## config.mk

```make
export PLATFORM = sky130hd
export DESIGN_NAME = module_transmisor_hamming_flat
export DESIGN_NICKNAME = d
export VERILOG_FILES = /design/src/rtl/module_transmisor_hamming_if.sv /design/src/rtl/module_transmisor_hamming.sv /design/src/flat_wrapper.sv
export SDC_FILE = /design/constraint.sdc
export NUM_CORES = 1
export LEC_CHECK = 0
export ABC_CLOCK_PERIOD_IN_PS = 2690
export CORE_MARGIN = 2
export CORE_UTILIZATION = 40
export DETAILED_ROUTE_END_ITERATION = 10
export GPL_TIMING_DRIVEN = 1
export PLACE_DENSITY_LB_ADDON = 0.25
export SLEW_MARGIN = 20
export SYNTH_ARGS = -nofsm -noshare
export SYNTH_HDL_FRONTEND = slang
export SYNTH_SLANG_ARGS = --single-unit
export TNS_END_PERCENT = 20
```

## constraint.sdc

```tcl
create_clock -name clk -period 2.69 [get_ports clk]
set_input_delay 0.6725 -clock clk [delete_from_list [all_inputs] [get_ports clk]]
set_output_delay 0.6725 -clock clk [all_outputs]
set_load 0.03 [all_outputs]
```

## src/rtl/module_transmisor_hamming_if.sv

```systemverilog
// Bus bundle for the Hamming serial transmitter: word input handshake,
// error-injection mask, and the serial line and status outputs.
interface module_transmisor_hamming_if;
    logic [3:0] datos_in;
    logic       valido_in;
    logic [7:0] mascara_error;
    logic       listo_out;
    logic       tx_serial;
    logic       ocupado;
    logic [7:0] palabra_tx;
    logic       trama_fin;

    modport master (
        output datos_in,
        output valido_in,
        output mascara_error,
        input  listo_out,
        input  tx_serial,
        input  ocupado,
        input  palabra_tx,
        input  trama_fin
    );

    modport slave (
        input  datos_in,
        input  valido_in,
        input  mascara_error,
        output listo_out,
        output tx_serial,
        output ocupado,
        output palabra_tx,
        output trama_fin
    );
endinterface

```

## src/rtl/module_transmisor_hamming.sv

```systemverilog
// Encodes a nibble into an 8-bit SECDED Hamming codeword, applies an optional
// error mask and sends it as a UART-style frame (start 0, 8 bits LSB first, stop 1).
module module_transmisor_hamming #(
    parameter int CLKS_POR_BIT = 10
) (
    input logic                         clk,
    input logic                         rst,
    module_transmisor_hamming_if.slave  bus
);

    localparam int CW = (CLKS_POR_BIT > 2) ? $clog2(CLKS_POR_BIT) : 1;
    localparam logic [CW-1:0] CNT_MAX = CW'(CLKS_POR_BIT - 1);
    localparam logic [CW-1:0] CNT_UNO = CW'(1);

    typedef enum logic [1:0] {
        IDLE  = 2'd0,
        START = 2'd1,
        DATOS = 2'd2,
        STOP  = 2'd3
    } estado_t;

    estado_t       estado_q, estado_d;
    logic [CW-1:0] cnt_q, cnt_d;
    logic [2:0]    idx_q, idx_d;
    logic          tx_q, tx_d;
    logic          ocupado_q, ocupado_d;
    logic [7:0]    palabra_q, palabra_d;
    logic          fin_q, fin_d;

    logic          listo_s;
    logic          aceptar_s;
    logic          fin_bit_s;
    logic [2:0]    idx_sig_s;

    function automatic logic paridad4(input logic [3:0] v);
        return v[0] ^ v[1] ^ v[2] ^ v[3];
    endfunction

    // Bit map: [0]=p1 [1]=p2 [2]=d0 [3]=p4 [4]=d1 [5]=d2 [6]=d3 [7]=overall parity
    function automatic logic [7:0] hamming_codificar(input logic [3:0] d);
        logic [7:0] cw;
        cw[0] = paridad4({1'b0, d[3], d[1], d[0]});
        cw[1] = paridad4({1'b0, d[3], d[2], d[0]});
        cw[2] = d[0];
        cw[3] = paridad4({1'b0, d[3], d[2], d[1]});
        cw[4] = d[1];
        cw[5] = d[2];
        cw[6] = d[3];
        cw[7] = ^cw[6:0];
        return cw;
    endfunction

    assign listo_s   = (estado_q == IDLE) && !rst;
    assign aceptar_s = listo_s && bus.valido_in;
    assign fin_bit_s = (cnt_q == CNT_MAX);
    assign idx_sig_s = idx_q + 3'd1;

    // Next-state and next-output logic for the frame sequencer
    always_comb begin
        estado_d  = estado_q;
        cnt_d     = cnt_q;
        idx_d     = idx_q;
        tx_d      = tx_q;
        ocupado_d = ocupado_q;
        palabra_d = palabra_q;
        fin_d     = 1'b0;

        case (estado_q)
            IDLE: begin
                cnt_d = '0;
                idx_d = 3'd0;
                if (aceptar_s) begin
                    estado_d  = START;
                    tx_d      = 1'b0;
                    ocupado_d = 1'b1;
                    palabra_d = hamming_codificar(bus.datos_in) ^ bus.mascara_error;
                end else begin
                    estado_d  = IDLE;
                    tx_d      = 1'b1;
                    ocupado_d = 1'b0;
                end
            end
            START: begin
                if (fin_bit_s) begin
                    estado_d = DATOS;
                    cnt_d    = '0;
                    idx_d    = 3'd0;
                    tx_d     = palabra_q[0];
                end else begin
                    cnt_d = cnt_q + CNT_UNO;
                end
            end
            DATOS: begin
                if (fin_bit_s) begin
                    cnt_d = '0;
                    if (idx_q == 3'd7) begin
                        estado_d = STOP;
                        tx_d     = 1'b1;
                    end else begin
                        idx_d = idx_sig_s;
                        tx_d  = palabra_q[idx_sig_s];
                    end
                end else begin
                    cnt_d = cnt_q + CNT_UNO;
                end
            end
            STOP: begin
                if (fin_bit_s) begin
                    estado_d  = IDLE;
                    cnt_d     = '0;
                    ocupado_d = 1'b0;
                    fin_d     = 1'b1;
                end else begin
                    cnt_d = cnt_q + CNT_UNO;
                end
            end
            default: begin
                estado_d  = IDLE;
                cnt_d     = '0;
                idx_d     = 3'd0;
                tx_d      = 1'b1;
                ocupado_d = 1'b0;
            end
        endcase
    end

    // State and output registers; reset aborts any frame in progress
    always_ff @(posedge clk) begin
        if (rst) begin
            estado_q  <= IDLE;
            cnt_q     <= '0;
            idx_q     <= 3'd0;
            tx_q      <= 1'b1;
            ocupado_q <= 1'b0;
            palabra_q <= 8'h00;
            fin_q     <= 1'b0;
        end else begin
            estado_q  <= estado_d;
            cnt_q     <= cnt_d;
            idx_q     <= idx_d;
            tx_q      <= tx_d;
            ocupado_q <= ocupado_d;
            palabra_q <= palabra_d;
            fin_q     <= fin_d;
        end
    end

    assign bus.listo_out  = listo_s;
    assign bus.tx_serial  = tx_q;
    assign bus.ocupado    = ocupado_q;
    assign bus.palabra_tx = palabra_q;
    assign bus.trama_fin  = fin_q;

endmodule

```

## src/flat_wrapper.sv

```systemverilog
// flat-port wrapper written by rule: the top's interface ports become plain ports
module module_transmisor_hamming_flat 
#(
    parameter int CLKS_POR_BIT = 10
)
  (clk, rst, bus_datos_in, bus_valido_in, bus_mascara_error, bus_listo_out, bus_tx_serial, bus_ocupado, bus_palabra_tx, bus_trama_fin);
  module_transmisor_hamming_if bus_i ();
  input logic clk;
  input logic rst;
  input wire logic [$bits(bus_i.datos_in)-1:0] bus_datos_in;
  input wire logic [$bits(bus_i.valido_in)-1:0] bus_valido_in;
  input wire logic [$bits(bus_i.mascara_error)-1:0] bus_mascara_error;
  output wire logic [$bits(bus_i.listo_out)-1:0] bus_listo_out;
  output wire logic [$bits(bus_i.tx_serial)-1:0] bus_tx_serial;
  output wire logic [$bits(bus_i.ocupado)-1:0] bus_ocupado;
  output wire logic [$bits(bus_i.palabra_tx)-1:0] bus_palabra_tx;
  output wire logic [$bits(bus_i.trama_fin)-1:0] bus_trama_fin;
  assign bus_i.datos_in = bus_datos_in;
  assign bus_i.valido_in = bus_valido_in;
  assign bus_i.mascara_error = bus_mascara_error;
  assign bus_listo_out = bus_i.listo_out;
  assign bus_tx_serial = bus_i.tx_serial;
  assign bus_ocupado = bus_i.ocupado;
  assign bus_palabra_tx = bus_i.palabra_tx;
  assign bus_trama_fin = bus_i.trama_fin;
  module_transmisor_hamming #(.CLKS_POR_BIT(CLKS_POR_BIT)) u_core (.clk(clk), .rst(rst), .bus(bus_i));
endmodule
```

# --- Word level (Yosys, flattened, before mapping) ---
# Index checks and enable logic that the tools add are counted.
op_classes:
  n_reduce_logical: 14
  n_eq_ne: 10
  magnitude_cmp: 1
  mux: 23
  n_bitwise: 8
  add_sub_neg: 2
op_table:
  columns: ["cell", "n"]
  rows:
  - ["$mux W1", 9]
  - ["$mux W3", 3]
  - ["$pmux W3 S3", 1]
  - ["$mux W2", 4]
  - ["$ne A2 B1 Y1 const B", 4]
  - ["$pmux W2 S4", 1]
  - ["$pmux W4 S2", 1]
  - ["$reduce_and A4 Y1", 2]
  - ["$xor A8 B8 Y8", 1]
  - ["$reduce_xor A7 Y1", 1]
  - ["$xor A1 B1 Y1", 6]
  - ["$add A4 B1 Y4 const B", 1]
  - ["$eq A2 B2 Y1 const B", 2]
  - ["$eq A4 B4 Y1 const B", 1]
  - ["$lt A3 B4 Y1 const B", 1]
  - ["$mux W4", 1]
  - ["$reduce_and A2 Y1", 2]
  - ["$add A3 B1 Y3 const B", 1]
  - ["$bmux W1 S3", 1]
  - ["$eq A3 B3 Y1 const B", 1]
  - ["$pmux W1 S3", 1]
  - ["$reduce_and A3 Y1", 1]
  - ["$reduce_bool A3 Y1", 1]
  - ["$reduce_or A3 Y1", 1]
  - ["9 further kinds", 10]
word_totals:
  register_bits: 20
  elab_cells: 65
  input_bits: 15
  output_inout_bits: 12

# --- Depth between registers and ports, before layout ---
# Gate-level depths: netlist of run 1.
logic_depth:
  word_depth: 6
  mapped_depth: 7
  depth_no_buf: 6

# --- Worst setup path after synthesis of run 1 ---
# No wires, ideal clock.
synth_timing:
  kind: "in2out"
  start: "input rst"
  end: "output bus_listo_out"
  arrival_time_ps: 1420
  t_required_ps: 2017
  n_path_buf: 2
  path_stages: 3
  path_slack_ps: 598
  cell_sequence: "clkbuf_1 buf_2 nor2b_1"
synth_between:
  elab_chain_len: 2
synth_rtl:
  columns: ["element", "line_no", "source"]
  rows:
  - ["start, declared", "flat_wrapper.sv:9", "input logic rst;"]
  - ["$logic_not A1 Y1", "module_transmisor_hamming.sv:53", "assign listo_s = (estado_q == IDLE) && !rst;"]
  - ["$logic_and A1 B1 Y1", "module_transmisor_hamming.sv:53", null]
  - ["end, declared", "flat_wrapper.sv:13", "output wire logic [$bits(bus_i.listo_out)-1:0] bus_listo_out;"]
# Every way passes these cells.

# --- Final worst setup path of run 1 ---
# Ends and elaborated chain as after synthesis.

==> metrics.yaml, run 1 <==
logic_synthesis:
  synth_top_area_share_pct: 36.1
  synth_nets: 140
  synth.yosys.seq_area_share_pct: 36.1
  syn_area_um2: 1110
  synth_top_area_cell: "dfxtp_1"
  syn_area_per_cell_um2: 9.64
  synthTopCellsByArea: "dfxtp_1 36%, xnor2_1 12%, ha_1 11%, nand3b_1 6.1%, mux4_1 4.7%"
  yosys_warnings: 0
  postSynthCellCount: 115
  ys_seq_elements: 20
  yosysUniqueCellTypes: 28
detailed_routing:
  drc: 0
  postRouteAntennaNets: 0
  routed_wirelength_um: 2070
  viasPerCell: 5.08
  wl_per_cell_um: 11.9
  dr.pass1.iters: 4
  drt_iter0_drc: 31
  vias: 878
worst_setup_path:
  end_kind: "output port"
  crit_arrival_ns: 1.58
  worst-setup-path-type: "in -> out"
  crit_fanout: 12
  reg2reg_slack_ns: 0.49
  startpoint_type: "input port"
  crit_required_ns: 2.02
place:
  place_hpwl_um: 1650
  gp_congestion: 0.806
  dpl_cell_area_um2: 1400
  dp_worst_setup_slack_ns: 0.427
  post-place-cells: 170
  port_buffers: 26
min_path:
  hp-class: "reg -> reg"
power:
  seqPwrFrac_pct: 41.8
  ir_worst_vdd_uv: 433
  switching_share_pct: 37.1
  switchingPower_mw: 0.352
  p_per_area_nw_per_um2: 666
  p_total_mw: 0.950
  internal_power_mw: 0.598
  share_comb_of_total_power_pct: 43.8
  p_leak_nw: 0.547
  p_clk_share_pct: 14.3
clock_tree:
  clockBufferDepth: 2
  cts_resized: 0
  insertion_delay_ns: 0.29
  cts_buffers: 3
  clockRootBuffer: "clkbuf_4"
  htree_levels: 1
  cts_sinks: 20
  cts_setup_buffers: 0
  clk_pin_slew_worst_paths_ns: 0.10
  cts_tree: "yes"
  hold_buffers: 0
sta:
  finalCritPeriodShare_pct: 83.8
  post-route-min-period_ns: 2.25
  maxSlewHeadroom_pct: 64.8
  worst_slack_ns: 0.436
  setup_viol: 0
  fmax_ghz: 0.444
  finalSetupTns_ns: 0
  drv_slew: 0
  rsz0062_at_grt: "false"
  fin_worst_skew_ns: 0.00244
  holdWs_ns: 0.482
  worst_pin_slew_ns: 0.521
  hold_viol_final: 0
cells_and_area:
  layout.nets: 169
  finalNonFillerCells: 173
  syn2layout_area_growth_pct: 28.7
  fin_area_um2: 1430
  drive_gt1_share_pct: 4.93
  postLayoutCoreUtil_pct: 53.1
  nFillCells: 239
  insertedDiodeCount: 0
floorplanning:
  die_w_um: 56.6
  rows: 19
  initial_core_util_pct: 41.3
  io_pins: 27
  dieHeight_um: 56.6
  dieArea_um2: 3210
  core_um2: 2690
outcome:
  status: "completed"
global_routing:
  overflow: 0
  antenna_found_initial: 0
  grt_use_total_pct: 14.4
  grt_max_degree: 17
  grt_pass1_wl_um: 3620
  grt_pass1_vias: 841
run:
  maxCapViolations: 0
## sequential cells by signal, summed over array words and instances (netlist names)
signal                 cells
u_core.bus.trama_fin       1
u_core.bus.ocupado         1
u_core.bus.palabra_tx      8
u_core.idx_q               3
u_core.bus.tx_serial       1
u_core.cnt_q               4
u_core.estado_q            2
## routing by layer
metal	vias to the layer above	GRT usage, %	part of all wire [%]
met3	2	2.07	3.4
met4	0	7.14	1.0
met1	403	17.4	45
li1	454	-	-
met2	19	24.6	51
met5	-	0	0
## Yosys cell counts
library cell / count
dfxtp_1: 20
xnor2_1: 15
nor2_1: 13
ha_1: 10
nand3b_1: 9
o21ai_0: 9
inv_1: 5
mux2i_1: 5
clkbuf_1: 3
nand2_1: 3
a21oi_1: 2
a22oi_1: 2
and3b_1: 2
mux4_1: 2
nand2b_1: 2
a211oi_1: 1
a221o_1: 1
a311oi_1: 1
buf_2: 1
nand3_1: 1
nand4_1: 1
nor2b_1: 1
nor3_1: 1
nor4b_1: 1
o211ai_1: 1
or2_2: 1
or3_1: 1
xor2_1: 1
## critical path: stages
cell and delay [ns]:
clkdlybuf4s50_1 0.65, nor2b_1 0.08, buf_4 0.18
## layout by cell type, fill, tap and decap left out, types with 2 or more instances in the layout
cell             netlist  layout
ha_1                  10      10
clkbuf_4               0       3
clkdlybuf4s50_1        0      25
dfxtp_1               20      20
nand2_1                3       3
mux4_1                 2       2
xnor2_1               15      15
mux2i_1                5       5
nor2_1                13      13
o21ai_0                9       9
nand2b_1               2       2
a22oi_1                2       2
buf_4                  0       3
nand3b_1               9       9
a21oi_1                2       2
inv_1                  5       5
and3b_1                2       2
## worst paths after layout
kind                                              to  depth (start not counted)             from
worst min-delay path                 u_core.cnt_q[0]                          1  u_core.cnt_q[0]
worst max register to register  u_core.bus.tx_serial                          6  u_core.idx_q[0]
worst min register to register       u_core.cnt_q[0]                          1  u_core.cnt_q[0]
worst max-delay path                   bus_listo_out                          3              rst
## cell families after synthesis
family          after synthesis  synth area share [%]
compound gates               17                  9.37
xor+xnor                     16                  12.6
fa+ha+maj                    10                  11.3
buf+inv                       9                  3.16
flops                        20                  36.1
mux                           7                  9.26
simple gates                 36                  18.2
## power by group through the flow
stage	logic [mW]	clock network, mW	registers (mW)
floorplan	0.190	0	0.474
finish	0.416	0.136	0.398
CTS	0.418	0.143	0.399
detailed placement	0.416	0	0.406
global placement	0.411	0	0.403
global route	0.453	0.157	0.406
## cell type report
type,count,area [um2],share of cell area (%)
multi-input cells,86,673,47.2
inverters,5,18.8,1.32
well taps,31,38.8,2.72
repair buffers,28,273,19.1
clock buffers,3,22.5,1.58
flip-flops and latches,20,400,28.1
(Power assumes the default switching activity.)
==> run 2, diff against run 1 <==
--- a/config.mk
+++ b/config.mk
@@ -5,7 +5,7 @@
 export SDC_FILE = /design/constraint.sdc
 export NUM_CORES = 1
 export LEC_CHECK = 0
-export ABC_CLOCK_PERIOD_IN_PS = 2690
+export ABC_CLOCK_PERIOD_IN_PS = 2000
 export CORE_MARGIN = 2
 export CORE_UTILIZATION = 40
 export DETAILED_ROUTE_END_ITERATION = 10
==> constraint.sdc (replaced) <==
create_clock -name clk -period 2 [get_ports clk]
set_input_delay 0.5 -clock clk [delete_from_list [all_inputs] [get_ports clk]]
set_output_delay 0.5 -clock clk [all_outputs]
set_load 0.03 [all_outputs]
==> run 2 against run 1 <==
Against the previous run: final cell count grew 1.7%; setup slack got worse by 0.34 ns; total power increased by 41%; sequential share of layout area fell by 0.83 points; critical path type is now reg -> out; largest cell class unchanged.
==> metrics.yaml, run 2 (synthesis results as in run 1) <==
cells_and_area:
  final_cell_mix: "25 x clkdlybuf4s50_1, 18 x dfxtp_1, 15 x xnor2_1"
  drive_gt1_share_pct: 10.3  # +5.4 points
  syn2layout_area_growth_pct: 33.4
  insertedDiodeCount: 0  # unchanged
  largest_reg_flops: 8  # unchanged
  nFillCells: 247  # +3.3%
  final_common_cell: "clkdlybuf4s50_1"
  layout.nets: 171  # +1.2%
sta:
  holdWs_ns: 0.479  # -0.00352 ns
  worst_pin_slew_ns: 0.489  # -0.0320 ns
  hold_viol_final: 0  # unchanged
  setup_viol: 0  # unchanged
  maxSlewHeadroom_pct: 66.9  # +2.2 points
  post-route-min-period_ns: 1.90
  fmax_ghz: 0.525
  finalCritPeriodShare_pct: 95.2
  rsz0062_at_grt: "false"
  fin_worst_skew_ns: 0.00863  # +0.00619 ns
  worst_slack_ns: 0.0970  # -0.339 ns
  drv_slew: 0  # unchanged
floorplanning:
  initial_core_util_pct: 41.3  # unchanged
  dieArea_um2: 3210  # unchanged
  die_w_um: 56.6  # unchanged
  io_pins: 27  # unchanged
  rows: 19  # unchanged
  dieHeight_um: 56.6  # unchanged
  core_um2: 2690  # unchanged
place:
  port_buffers: 26  # unchanged
  gp_congestion: 0.836  # +3.8%
  place_hpwl_um: 1720  # +4.0%
  dp_worst_setup_slack_ns: -0.00820  # -0.435 ns
detailed_routing:
  drt_iter0_drc: 25  # -19%
  routed_wirelength_um: 2190  # +6.1%
  wl_per_cell_um: 12.5  # +4.3%
  vias: 892  # +1.6%
  viasPerCell: 5.07  # -0.14%
  dr.pass1.iters: 4  # unchanged
  drc: 0  # unchanged
  postRouteAntennaNets: 0  # unchanged
worst_setup_path:
  crit_arrival_ns: 1.40  # -0.18 ns
  worst-setup-path-type: "reg -> out"
  crit_fanout: 4  # -8
  end_kind: "output port"
  startpoint_type: "flop"
  crit_required_ns: 1.50  # -0.52 ns
global_routing:
  grt_pass1_vias: 889  # +5.7%
  grt_use_total_pct: 15.5  # +1.1 points
  overflow: 0  # unchanged
  antenna_found_initial: 0  # unchanged
  grt_pass1_wl_um: 3880  # +7.2%
  grt_max_degree: 17  # unchanged
power:
  p_leak_nw: 0.553  # +1.3%
  ir_worst_vdd_uv: 552  # +28%
  p_total_mw: 1.34  # +41%
  p_per_area_nw_per_um2: 903  # +36%
min_path:
  hp-class: "reg -> reg"
clock_tree:
  cts_tree: "yes"
  clk_pin_slew_worst_paths_ns: 0.11  # about the same
  hold_buffers: 0  # unchanged
  cts_sinks: 20  # unchanged
  clockBufferDepth: 2  # unchanged
  htree_levels: 1  # unchanged
  cts_buffers: 3  # unchanged
  insertion_delay_ns: 0.31  # +0.02 ns
  clockRootBuffer: "clkbuf_4"
run:
  maxCapViolations: 0  # unchanged
outcome:
  status: "completed"
## run 2: cell types whose count changed in the layout (fill, tap and decap cells not counted), sizes merged
cell and change:
buf +2, clkbuf +1
## run 2: per-layer routing
layer | routed length [um] | share of wire (%) | global-route usage, % | vias up
li1 | - | - | - | 457
met1 | 927 | 42 | 18.3 | 406
met2 | 1120 | 51 | 27.1 | 24
met3 | 103 | 4.7 | 2.53 | 5
met4 | 44 | 2.0 | 7.14 | 0
met5 | 0 | 0 | 0 | -
## run 2: per-stage QoR
step	std cells	TNS, ns	util (%)	cell area (um2)
after global placement	172	0	53.4	1430
final	176	0	55.1	1480
after floorplan	115	0	-	1120
after CTS	176	0	54.6	1470
after detailed placement	172	-0.00820	53.4	1430
after global routing	176	0	55.1	1480
## run 2: final cells by class
class | instances | area [um2] | area share, %
inverter | 5 | 18.8 | 1.27
clock buffer | 4 | 36.3 | 2.45
multi-input combinational | 86 | 694 | 47.0
sequential | 20 | 403 | 27.2
tap | 31 | 38.8 | 2.62
timing repair buffer | 30 | 288 | 19.5
## run 2: repair_timing
item | 4_1_cts | 5_1_grt
endpoints found under the setup margin | 1 | 1
gates cloned | 0 | 0
pin swaps | 0 | 3
setup buffers | 0 | 0
gates resized for setup | 2 | 2
## run 2: report_power, final
part	switching (mW)	internal [mW]	leakage (nW)
Sequential	0.0660	0.472	0.165
Clock	0.125	0.111	0.0210
Combinational	0.298	0.263	0.368
Total	0.489	0.847	0.553
## run 2: final timing paths
path | start | cells past startpoint | slack [ns] | end
setup / recovery | u_core.estado_q[0] | 4 | 0.1 | bus_listo_out
hold / removal | u_core.cnt_q[0] | 1 | 0.48 | u_core.cnt_q[0]
setup reg to reg | u_core.idx_q[0] | 6 | 0.12 | u_core.bus.tx_serial
hold reg to reg | u_core.cnt_q[0] | 1 | 0.48 | u_core.cnt_q[0]
## run 2: critical path, cell delays in order, from the launching register on
cell and delay [ns]:
dfxtp_1 0.42, inv_1 0.12, ha_1 0.25, nor2b_1 0.14
buf_4 0.16
